--- config.mk ---
export PLATFORM = sky130hd
export DESIGN_NAME = fir_scale_cfg_master
export DESIGN_NICKNAME = d
export VERILOG_FILES = /design/src/rtl/fir_cfg_pkg.sv /design/src/rtl/cfg_req_fifo.sv /design/src/rtl/fir_scale_cfg_master.sv
export SDC_FILE = /design/constraint.sdc
export NUM_CORES = 1
export LEC_CHECK = 0
export CAP_MARGIN = 20
export CORE_UTILIZATION = 55
export DETAILED_ROUTE_END_ITERATION = 6
export GPL_TIMING_DRIVEN = 0
export PLACE_DENSITY = 0.76
export SLEW_MARGIN = 20
export SYNTH_ARGS = -nofsm -noshare
export SYNTH_HDL_FRONTEND = slang
export SYNTH_SLANG_ARGS = --single-unit
--- constraint.sdc ---
create_clock -name CLK -period 5.9 [get_ports CLK]
set_clock_uncertainty 0.15 [all_clocks]
set_input_delay 1.77 -clock CLK [delete_from_list [all_inputs] [get_ports CLK]]
set_output_delay 1.77 -clock CLK [all_outputs]
set_load 0.01 [all_outputs]
--- src/rtl/fir_cfg_pkg.sv ---
// Shared types for the FIR output-scale configuration master:
// FSM states, default config width and the queued request record.
package fir_cfg_pkg;

  typedef enum logic [1:0] {IDLE, PULSE, WAIT, NEXT} cfgState_t;

  localparam int CFG_W_DEFAULT = 24;
  localparam int TGT_W = 4;

  typedef struct packed {
    logic                     bcast;
    logic [TGT_W-1:0]         tgt;
    logic [CFG_W_DEFAULT-1:0] data;
  } cfgReq_t;

endpackage

--- src/rtl/cfg_req_fifo.sv ---
// Small synchronous request queue; the head word is visible combinationally
// and is consumed by a pop.
module cfg_req_fifo #(
  parameter int WIDTH = 29,
  parameter int DEPTH = 4
) (
  input  logic             CLK,
  input  logic             RST,
  input  logic             push,
  input  logic [WIDTH-1:0] pushData,
  input  logic             pop,
  output logic [WIDTH-1:0] headData,
  output logic             full,
  output logic             empty
);

  localparam int PTR_W = $clog2(DEPTH);

  logic [WIDTH-1:0] mem [DEPTH];
  logic [PTR_W:0]   wrPtr;
  logic [PTR_W:0]   rdPtr;

  // Extra pointer bit distinguishes full from empty when the indices match.
  assign empty    = (wrPtr == rdPtr);
  assign full     = (wrPtr[PTR_W] != rdPtr[PTR_W]) &&
                    (wrPtr[PTR_W-1:0] == rdPtr[PTR_W-1:0]);
  assign headData = mem[rdPtr[PTR_W-1:0]];

  always_ff @(posedge CLK) begin
    if (push && !full) begin
      mem[wrPtr[PTR_W-1:0]] <= pushData;
    end
  end

  always_ff @(posedge CLK) begin
    if (RST) begin
      wrPtr <= '0;
      rdPtr <= '0;
    end else begin
      if (push && !full) begin
        wrPtr <= wrPtr + 1'b1;
      end
      if (pop && !empty) begin
        rdPtr <= rdPtr + 1'b1;
      end
    end
  end

endmodule

--- src/rtl/fir_scale_cfg_master.sv ---
// Configuration initiator for the FIR output-scale targets: queues host
// requests and runs the isConfig / isConfigDone handshake one at a time.
module fir_scale_cfg_master
  import fir_cfg_pkg::*;
#(
  parameter int NUM_TGT    = 4,
  parameter int CFG_W      = CFG_W_DEFAULT,
  parameter int FIFO_DEPTH = 4,
  parameter int TIMEOUT    = 64
) (
  input  logic               CLK,
  input  logic               RST,
  input  logic               Req_Valid,
  output logic               Req_Ready,
  input  logic [3:0]         Req_Tgt,
  input  logic               Req_Bcast,
  input  logic [CFG_W-1:0]   Req_Data,
  output logic [NUM_TGT-1:0] isConfig,
  output logic [CFG_W-1:0]   Data_Config_Out,
  input  logic [NUM_TGT-1:0] isConfigDone,
  input  logic [NUM_TGT-1:0] isConfigACK,
  output logic               Busy,
  output logic               Cfg_Done_Pulse,
  output logic               Err_Timeout,
  output logic               Err_BadTgt,
  output logic [3:0]         Err_Tgt,
  input  logic               Err_Clr,
  output logic [15:0]        Done_Cnt
);

  localparam int REQ_W = 1 + TGT_W + CFG_W;
  localparam int TMR_W = $clog2(TIMEOUT + 1);

  cfgState_t        state, stateNext;
  logic [TGT_W-1:0] idx, idxNext;
  logic             bcastReg, bcastNext;
  logic [CFG_W-1:0] dataReg, dataNext;
  logic [TMR_W-1:0] timer, timerNext;

  logic             fifoFull, fifoEmpty, fifoPop;
  logic [REQ_W-1:0] fifoHead;
  logic             headBcast;
  logic [TGT_W-1:0] headTgt;
  logic [CFG_W-1:0] headData;

  logic             doneSel;
  logic             setTimeout, setBadTgt, cfgDone;
  logic             unusedAck;

  // Acks are informational only; completion is judged on Done alone.
  assign unusedAck = ^isConfigACK;

  cfg_req_fifo #(
    .WIDTH(REQ_W),
    .DEPTH(FIFO_DEPTH)
  ) reqFifo (
    .CLK     (CLK),
    .RST     (RST),
    .push    (Req_Valid && Req_Ready),
    .pushData({Req_Bcast, Req_Tgt, Req_Data}),
    .pop     (fifoPop),
    .headData(fifoHead),
    .full    (fifoFull),
    .empty   (fifoEmpty)
  );

  assign headBcast       = fifoHead[REQ_W-1];
  assign headTgt         = fifoHead[CFG_W +: TGT_W];
  assign headData        = fifoHead[CFG_W-1:0];
  assign Req_Ready       = !fifoFull;
  assign Busy            = (state != IDLE) || !fifoEmpty;
  assign Data_Config_Out = dataReg;
  assign Cfg_Done_Pulse  = cfgDone;

  always_comb begin
    isConfig = '0;
    doneSel  = 1'b0;
    for (int i = 0; i < NUM_TGT; i++) begin
      if (idx == TGT_W'(i)) begin
        isConfig[i] = (state == PULSE);
        doneSel     = isConfigDone[i];
      end
    end
  end

  always_comb begin
    stateNext  = state;
    idxNext    = idx;
    bcastNext  = bcastReg;
    dataNext   = dataReg;
    timerNext  = timer;
    fifoPop    = 1'b0;
    setTimeout = 1'b0;
    setBadTgt  = 1'b0;
    cfgDone    = 1'b0;
    unique case (state)
      IDLE: begin
        if (!fifoEmpty) begin
          fifoPop = 1'b1;
          if (!headBcast && ({1'b0, headTgt} >= 5'(NUM_TGT))) begin
            setBadTgt = 1'b1;
          end else begin
            dataNext  = headData;
            bcastNext = headBcast;
            idxNext   = headBcast ? '0 : headTgt;
            stateNext = PULSE;
          end
        end
      end
      PULSE: begin
        timerNext = '0;
        stateNext = WAIT;
      end
      WAIT: begin
        if (doneSel) begin
          stateNext = NEXT;
        end else if (timer == TMR_W'(TIMEOUT - 1)) begin
          setTimeout = 1'b1;
          stateNext  = IDLE;
        end else begin
          timerNext = timer + 1'b1;
        end
      end
      NEXT: begin
        if (bcastReg && ({1'b0, idx} < 5'(NUM_TGT - 1))) begin
          idxNext   = idx + 1'b1;
          stateNext = PULSE;
        end else begin
          cfgDone   = 1'b1;
          stateNext = IDLE;
        end
      end
      default: stateNext = IDLE;
    endcase
  end

  // Sticky error flags: a set in the same cycle as Err_Clr takes priority.
  always_ff @(posedge CLK) begin
    if (RST) begin
      state       <= IDLE;
      idx         <= '0;
      bcastReg    <= 1'b0;
      dataReg     <= '0;
      timer       <= '0;
      Done_Cnt    <= '0;
      Err_Timeout <= 1'b0;
      Err_BadTgt  <= 1'b0;
      Err_Tgt     <= '0;
    end else begin
      state    <= stateNext;
      idx      <= idxNext;
      bcastReg <= bcastNext;
      dataReg  <= dataNext;
      timer    <= timerNext;
      if (cfgDone) begin
        Done_Cnt <= Done_Cnt + 16'd1;
      end
      if (setTimeout) begin
        Err_Timeout <= 1'b1;
        Err_Tgt     <= idx;
      end else if (Err_Clr) begin
        Err_Timeout <= 1'b0;
        Err_Tgt     <= '0;
      end
      if (setBadTgt) begin
        Err_BadTgt <= 1'b1;
      end else if (Err_Clr) begin
        Err_BadTgt <= 1'b0;
      end
    end
  end

endmodule
==> metrics.txt, run 1 <==
fin crit share 0.733; mapped cell area 7280 um2; sequential element share of the synthesized area 0.666; hold endpoint Err_BadTgt; critical-path cell list ha_1 > nor4b_2 > nor2_1 > clkdlybuf4s50_1; Power Dens Cells 431 nW/um2; CTS Buffer Depth 2; Slowest-stage cell, CP nor4b_2; Max-cap violations 0; post_cts resized 0; DRC errors left 0; RSZ-0062 raised after global routing false; Switching Fraction 0.277; Pre-Repair DR Iteration Count 4; input/output buffers 88; CTS clk-pin slew, worst paths 0.06 ns; largest net degree at the start of global routing 27; reg-to-reg slack, setup 3.37 ns; WL per Instance 17.9 um; NetSw 1090 uW; post-synthesis cell type count 54; initial DRC count 272; initial antenna violation count 0; Max FO, Critical Path 6; hold depth 2; global route overflow 0; fmax 0.231 GHz; Leakage 0.00306 uW; Seq cells post-synth 184; GRT Util Overall 0.226; final hold vios 0; Final Instance Area 9110 um2; CTS Hold Bufs 0; part of the power in registers 0.409; ANT cells 0; kind of start point of the critical path register; Area Overhead vs Synth 25.2%; Final Util 0.714; postcts setup bufs 0; Worst EP required 3.98 ns; slew at the pin with the worst max-slew slack 0.903 ns; Post-Syn Nets 539; Main synth FF type edfxtp_1; Post-DP Area 8470 um2; worst setup path category reg2out; htree depth 4; # rows 41; Worst Setup End Kind output pin; Hold Crit Class reg2reg; status finished, final reports clean; crit path DAT 2.40 ns; Sink Count 184; die height 117 um; Antenna Nets Post-Route 0; multi-input logic area 2290 um2; internal power 2840 uW; total CTS buffers 17; die width 117 um; full die area 13700 um2; clock latency on the worst-skew pair 0.42 ns; vias in the first global route 4443; gpl congestion 0.809; Async SR Flop Fraction 0; r2r worst-path depth 8; Post-synth EDFFs 116; HPWL after DPL 9350 um; Fill cells 815; minimum clock period 4.32 ns; Setup Viol. Count Final 0; initial cell density of the core 0.570; Worst path max stage delay 0.55 ns; fin nets 650; CTS tree built; Slew HR 0.398; yosys synthesis warning count 0; Clk pwr share 0.308; synthesized instance count 487; Core Region 12800 um2; Final Max Tran Viols 0; Comb power frac 0.282; via count 4364; layout cells sized above 1 0.146; mean area per synthesized cell 14.9 um2; setup_tns 0 ns; Hold Startpoint Err_BadTgt; Clk Tree Root Cell clkbuf_16; VDD IR max 0.298 mV; Post-Route WL 14000 um; first-pass GRT wire length 22500 um; IO Pins 94; Critical R2R Launch idx[0]; Sequential Area 4840 um2; DR vias/cell 5.57; Crit Reg-Reg Endpoint timer[3]
metrics by stage:
step	setup slack [ns]	power, uW	hold slack, ns	cells
after CTS	1.57	3960	0.327	783
after global routing	1.48	4090	0.352	783
after detailed placement	1.90	2740	0.317	751
after floorplan	2.41	2350	0.287	487
after global placement	1.21	2700	0.302	747
final	1.58	3930	0.329	783
cell type report:
class | instances | share of cell area
Sequential cell | 184 | 0.532
Multi-Input combinational cell | 272 | 0.251
Timing Repair Buffer | 92 | 0.106
Clock buffer | 21 | 0.0527
Tap cell | 172 | 0.0236
Clock inverter | 11 | 0.0184
Buffer | 20 | 0.0117
Inverter | 11 | 0.00453
logic make-up after synthesis:
family / count (synthesis) / synth area share
muxes: 55 / 0.122
and+or+nand+nor: 143 / 0.107
AOI/OAI and AO/OA: 41 / 0.0397
DFF: 184 / 0.666
xor gates and xnor gates: 22 / 0.0265
buffers and inverters: 31 / 0.0203
adders and majority gates: 11 / 0.0189
cells in the mapped netlist, drive strengths merged (6+ instances only):
library cell,count,area share
a21oi,14,0.0096
and2,10,0.0086
buf,8,0.0084
clkbuf,12,0.0062
dfxtp,68,0.19
edfxtp,116,0.48
ha,11,0.019
inv,11,0.0057
mux2i,26,0.036
mux4,27,0.084
nand2,18,0.0093
nand3,11,0.0076
nand4,6,0.0052
nor2,54,0.028
nor3,7,0.0055
nor3b,9,0.011
o21ai,7,0.0048
xnor2,13,0.016
xor2,9,0.011
placed cells by master, fill, tap and decap left out, types with 3 or more instances in the layout:
cell type and n:
clkbuf_16 17, clkinv_2 3, inv_1 11, buf_2 4
and3_1 3, edfxtp_1 116, clkbuf_8 4, buf_6 3
a211oi_1 4, ha_1 11, o21ai_0 6, nor3b_1 8
and2_2 4, buf_12 3, mux2i_1 26, mux4_2 27
bufinv_16 4, a31oi_1 3, dfxtp_1 68, nor2_1 54
xor2_1 9, xnor2_1 13, nand4_1 6, and2_1 6
nand2_1 18, nand3_1 11, nand3b_1 5, a21oi_1 14
clkdlybuf4s50_1 88, clkbuf_1 12, nor3_1 6
routing by layer:
layer,track usage,vias up,wire length [um]
li1,-,2060,-
met5,0,-,0
met2,0.388,130,7160
met1,0.275,2155,5990
met3,0.0556,19,659
met4,0.0937,0,210
power by group through the flow:
stage / Sequential (uW) / Combinational [uW] / Clock [uW]
4_1_cts: 1610 / 1120 / 1230
2_1_floorplan: 1650 / 700 / 0
5_1_grt: 1620 / 1190 / 1280
6_report: 1610 / 1110 / 1210
3_3_place_gp: 1630 / 1070 / 0
3_5_place_dp: 1630 / 1110 / 0
registers in the layout, summed over array words and instances, names as in the netlist, 2 cells and up, named ones only:
name	cells
state	2
Err_Tgt	4
reqFifo.rdPtr	3
timer	7
idx	4
Data_Config_Out	24
Done_Cnt	16
reqFifo.wrPtr	3
reqFifo.mem	116
worst max-delay path by stage:
stage	start	end	slack [ns]	cells after the start
after floorplan	Req_Valid	reqFifo.mem[3][0]	2.41	3
after global placement	Req_Valid	reqFifo.mem[3][12]	1.21	4
after detailed placement	Req_Valid	reqFifo.mem[3][12]	1.90	5
after CTS	idx[0]	Cfg_Done_Pulse	1.57	4
after global routing	idx[0]	Cfg_Done_Pulse	1.48	4
final	idx[0]	Cfg_Done_Pulse	1.58	4
critical path, delay by kind of cell (launching register included):
family | cells | cell delay, ns
buffers and inverters | 1 | 0.53
adders and majority gates | 1 | 0.29
DFF | 1 | 0.38
and+or+nand+nor | 2 | 0.78
No activity file was read; power rests on OpenSTA's default activity.
==> run 2: changes to the inputs <==
==> constraint.sdc (replaced) <==
create_clock -name CLK -period 4.2 [get_ports CLK]
set_clock_uncertainty 0.15 [all_clocks]
set_input_delay 1.26 -clock CLK [delete_from_list [all_inputs] [get_ports CLK]]
set_output_delay 1.26 -clock CLK [all_outputs]
set_load 0.01 [all_outputs]
==> results of run 2 <==
Same layout as run 1 (identical final DEF). Status: finished, final reports clean.
Main changes from that run: setup slack after placement 1.90 ns -> 0.710 ns; setup slack after layout 1.58 ns -> 0.388 ns; register-to-register setup slack 3.37 ns -> 1.67 ns; total power 3930 uW -> 5520 uW; worst IR drop on VDD 0.298 mV -> 0.419 mV
==> patch 1: new RTL, flow settings as in run 2 <==
Re-encode `cfgState_t` (4 states) as Gray code, 2 bits wide.
--- a/src/rtl/fir_cfg_pkg.sv
+++ b/src/rtl/fir_cfg_pkg.sv
@@ -4,3 +4,3 @@
 
-  typedef enum logic [1:0] {IDLE, PULSE, WAIT, NEXT} cfgState_t;
+  typedef enum logic [1:0] {IDLE = 2'b00, PULSE = 2'b01, WAIT = 2'b11, NEXT = 2'b10} cfgState_t;
 
Check against the original RTL: no difference found for any inputs over 4 cycles, from zero or initial values and one cycle with RST high; so few cycles prove little.
==> patch 1 against run 2 <==
  * Synthesized cell count decreased by 1.0%
  * Via count decreased by 2.6%
  * Core utilization decreased by 1.2 points
  * Fmax increased by 3.3%
  * Setup slack improved by 120 ps
  * Sequential cell count unchanged
  * Combinational power decreased by 18%
  * Synthesized area decreased by 0.93%
  * Total power decreased by 11%
  * Non-clock buffer count decreased by 2
  * Largest cell class unchanged
  * Sequential power decreased by 3%
  * Cell area decreased by 2.0%
  * Wire length decreased by 3.5%
==> patch 1: results (changes against run 2) <==
Critical path
  – WP data arrival: 2280 ps (-120 ps)
  – Worst reg2reg startpoint: idx[0]$_SDFFE_PP0P_
  – Worst R2R End: timer[0]$_SDFFE_PP0P_
  – R2r setup slk: 1890 ps (+220 ps)
  – R2R depth: 7 (-1)
  – Worst Path Max Fanout: 10 (+4)
  – CP max-delay cell: clkdlybuf4s50_1
  – CP max stage delay: 530 ps (-20 ps)
  – CP startpoint: state[0]$_SDFFE_PP0P_

Route
  – Wire per inst: 17.4 um (-2.8%)
  – DR vias/cell: 5.47 (-1.9%)
  – Drt pass-1 iters: 4 (unchanged)
  – Initial DRC Count: 255 (-6.3%)

STA
  – Slew HR: 0.542 (+0.144)
  – Hold slack: 315 ps (-13.9 ps)

Power
  – Worst vdd ir: 0.000335 V (-20%)
  – P_leak: 3.13 nW (+2.4%)

Clock tree
  – H-tree Lvls: 4 (unchanged)
  – Clk Latency, worst-skew pair: 430 ps
  – # resized after CTS: 0 (unchanged)
  – Clk buf depth: 2 (unchanged)
  – Clk root buf: clkbuf_16
  – Clock-pin slew of the registers on the worst-case setup and hold paths: 70 ps
  – Postcts setup bufs: 0 (unchanged)

GRT
  – Total GRT Usage: 0.222 (-0.00443)
  – Vias in the first global route: 4246 (-4.4%)
  – Largest net degree at the start of global routing: 22 (-19%)
  – GR Layer Usage met3: 0.0592 (+0.00355)
  – First-pass GRT wire length: 21800 um (-3.1%)
  – Met2 Track Usage GR: 0.375 (-0.0134)
  – Initial antenna violation count: 0 (unchanged)
  – Met1 Use GR: 0.276 (+0.00118)

Synthesis
  – Synth warn: 0 (unchanged)
  – Post-synth EDFFs: 116 (unchanged)
  – Yosys cell types: 49 (-9.3%)
  – Cell types occupying the most area after synthesis: edfxtp_1, dfxtp_1, mux4_2
  – Post-synthesis net count: 534 (-0.93%)
  – Post-synth top cells: edfxtp_1, dfxtp_1, nor2_1
  – Sequential cell area fraction in the yosys report: 0.672 (+0.00624)

Worst hold path
  – Worst Hold Depth: 1 (-1)
  – Worst hold start: timer[6]$_SDFFE_PP0P_
  – Hold Path Sink: timer[6]$_SDFFE_PP0P_

Status
  – Status: complete, no violations

Placement
  – RD Place Congestion: 0.810 (about the same)
  – Hpwl dp: 9050 um (-3.2%)
  – PortBufs: 88 (unchanged)

Cells and area
  – Fillers: 932 (+14%)
  – Final nets: 645 (-0.77%)
  – Share of cells above drive strength 1: 0.127 (-0.0186)
[patch 1: changes by cell type in the layout (fill, tap and decap cells not counted), sizes merged, moves of 3 or more]
cell    before  now
or3          2    5
clkinv       4   10
nand3       11    6
and3         3    9
nor3b        9    2
bufinv       4    0
a211oi       5    1
a311oi       1    5
nor4         4    1
nand2       18   26
clkbuf      33   29
xor2         9    6
[patch 1: area by class of cell]
type,count,area share
inverter,11,0.00462
multi-input combinational,269,0.250
clock inverter,13,0.00883
tap,172,0.0241
sequential,184,0.543
buffer,18,0.0105
clock buffer,19,0.0496
timing repair buffer,92,0.109
[patch 1: logic make-up after synthesis]
| kind of cell | count (synthesis) | synth area share |
|---|---|---|
| AO/OA/AOI/OAI | 47 | 0.0522 |
| adder cells (fa/ha/maj) | 11 | 0.0191 |
| buffers and inverters | 29 | 0.0187 |
| AND/OR/NAND/NOR | 139 | 0.0928 |
| flip-flops | 184 | 0.672 |
| multiplexers | 53 | 0.122 |
| XOR/XNOR | 19 | 0.0231 |
[patch 1: layer usage]
metal | up-vias | wire, um | part of all wire
li1 | 2044 | - | -
met1 | 2074 | 5790 | 0.43
met2 | 112 | 6840 | 0.51
met3 | 22 | 709 | 0.052
met4 | 0 | 194 | 0.014
met5 | - | 0 | 0
[patch 1: worst max path at each step]
stage / slack, ps / to / cells past startpoint
floorplan: 1220 / reqFifo.mem[3][0]$_DFFE_PP_ / 3
global placement: 70 / reqFifo.mem[3][14]$_DFFE_PP_ / 4
detailed placement: 760 / reqFifo.mem[3][14]$_DFFE_PP_ / 5
CTS: 480 / isConfig[2] / 5
global route: 280 / isConfig[1] / 5
finish: 510 / isConfig[2] / 5
[patch 1: critical path, delay by kind of cell, from the launching register on]
family        cells  cell delay [ps]
buf+inv           2              850
simple gates      3              620
flops             1              370
[patch 1: stage by stage]
step | utilization | cells | setup WS [ps] | area [um^2]
after floorplan | - | 482 | 1220 | 7210
after global placement | 0.653 | 742 | 70.9 | 8310
after detailed placement | 0.661 | 746 | 762 | 8410
after CTS | 0.702 | 778 | 476 | 8930
after global routing | 0.702 | 778 | 277 | 8930
final | 0.702 | 778 | 510 | 8930
[patch 1: report_power, final]
part / switching [W] / internal, W
Combinational: 0.000638 / 0.000646
Sequential: 0.0000980 / 0.00211
Clock: 0.000652 / 0.000766
==> patch 2: new RTL, config.mk and constraints of run 2 <==
Without the edit above. The parameter `FIFO_DEPTH` goes from 4 to 2.
--- a/src/rtl/fir_scale_cfg_master.sv
+++ b/src/rtl/fir_scale_cfg_master.sv
@@ -7,3 +7,3 @@
   parameter int CFG_W      = CFG_W_DEFAULT,
-  parameter int FIFO_DEPTH = 4,
+  parameter int FIFO_DEPTH = 2,
   parameter int TIMEOUT    = 64
Formal check against the unedited RTL: not equivalent (Yosys sat finds a counterexample within 4 cycles, from zero or initial values and one cycle with RST high).
==> patch 2 against run 2 <==
  * Via count decreased by 18%
  * Global-route usage increased by 2.2 points
  * Synthesized area decreased by 33%
  * Total power decreased by 24%
  * First-iteration DRC count decreased by 45%
  * Non-clock buffer count decreased by 4
  * Sequential cell count decreased by 61
  * Combinational power decreased by 26%
  * Cell area decreased by 29%
  * Setup slack improved by 12 ps
  * Die area decreased by 33%
  * Wire length decreased by 25%
  * Final cell count decreased by 19%
  * Largest cell class unchanged
==> patch 2: results (changes against run 2) <==
Status
  – Status: complete, no violations

GRT
  – Largest net degree at the start of global routing: 31 (+15%)
  – Met1 Use GR: 0.297 (+0.0215)
  – Total GRT Usage: 0.248 (+0.0220)
  – Vias in the first global route: 3521 (-21%)

Route
  – Total vias in the final route: 3598 (-18%)
  – Initial DRC Count: 150 (-45%)
  – Metal-1 WL: 4440 um (-26%)
  – DR WL met3: 611 um (-7.3%)
  – WL final: 10500 um (-25%)
  – Routed wl met2: 5390 um (-25%)
  – Drt pass-1 iters: 5 (+1)

Synthesis
  – Post-synth EDFFs: 58 (-50%)
  – Post-synthesis mux area share: 0.0516 (-0.0708)
  – Sequential cell area fraction in the yosys report: 0.627 (-0.0387)
  – Post-synth top cells: dfxtp_1, edfxtp_1, nor2_1
  – Top FF cell, synth: dfxtp_1

Worst hold path
  – Hold Path Sink: Err_Timeout$_SDFFE_PP0P_

Power
  – Clock power share: 0.339 (+0.031)
  – P_leak: 2.22 nW (-28%)
  – Worst vdd ir: 0.000405 V (-3.3%)

Placement
  – Hpwl dp: 7100 um (-24%)
  – RD Place Congestion: 0.909 (+12%)

Cells and area
  – Fillers: 555 (-32%)
  – Share of cells above drive strength 1: 0.0923 (-0.0534)

Critical path
  – R2r setup slk: 1850 ps (+180 ps)

Clock tree
  – Clk root buf: clkbuf_8

STA
  – Slew HR: 0.469 (+0.0712)
[patch 2: how the worst max path moves through the flow]
stage,start,endpoint,depth (start not counted),slack (ps)
floorplan,Req_Valid,reqFifo.mem[0][0]$_DFFE_PP_,2,1070
global placement,Req_Valid,reqFifo.mem[0][19]$_DFFE_PP_,3,-110
detailed placement,idx[0]$_SDFFE_PP0P_,Cfg_Done_Pulse,4,660
CTS,idx[0]$_SDFFE_PP0P_,Cfg_Done_Pulse,4,140
global route,idx[0]$_SDFFE_PP0P_,Cfg_Done_Pulse,4,210
finish,idx[0]$_SDFFE_PP0P_,Cfg_Done_Pulse,4,400
[patch 2: worst max-delay path, cell delays in order, from the launching register on]
cell and delay (ps):
dfxtp_1 370, ha_1 310, nor4b_4 460, nor2_1 230, clkdlybuf4s50_1 530
[patch 2: logic make-up (layout without fill, tap and decap cells)]
family / Yosys count / count (layout)
muxes: 25 / 25
AOI/OAI and AO/OA: 71 / 71
xor gates and xnor gates: 18 / 18
adders and majority gates: 6 / 6
and+or+nand+nor: 142 / 142
DFF: 123 / 123
buffers and inverters: 24 / 146
[patch 2: final cells by class]
class,count,area [um^2],area share
clock inverters,14,161,0.0249
flip-flops and latches,123,3040,0.469
well taps,105,131,0.0202
repair buffers,90,911,0.140
multi-input cells,262,1730,0.267
clock buffers,18,418,0.0644
plain buffers,18,73.8,0.0114
inverters,6,22.5,0.00347
[patch 2: through the flow]
stage               setup slack (ps)  instances  utilization  total power [W]
detailed placement               661        604        0.704          0.00277
finish                           399        636        0.775          0.00418
CTS                              138        636        0.774          0.00420
floorplan                       1070        409            -          0.00232
global route                     213        636        0.775          0.00439
global placement                -111        603        0.701          0.00271
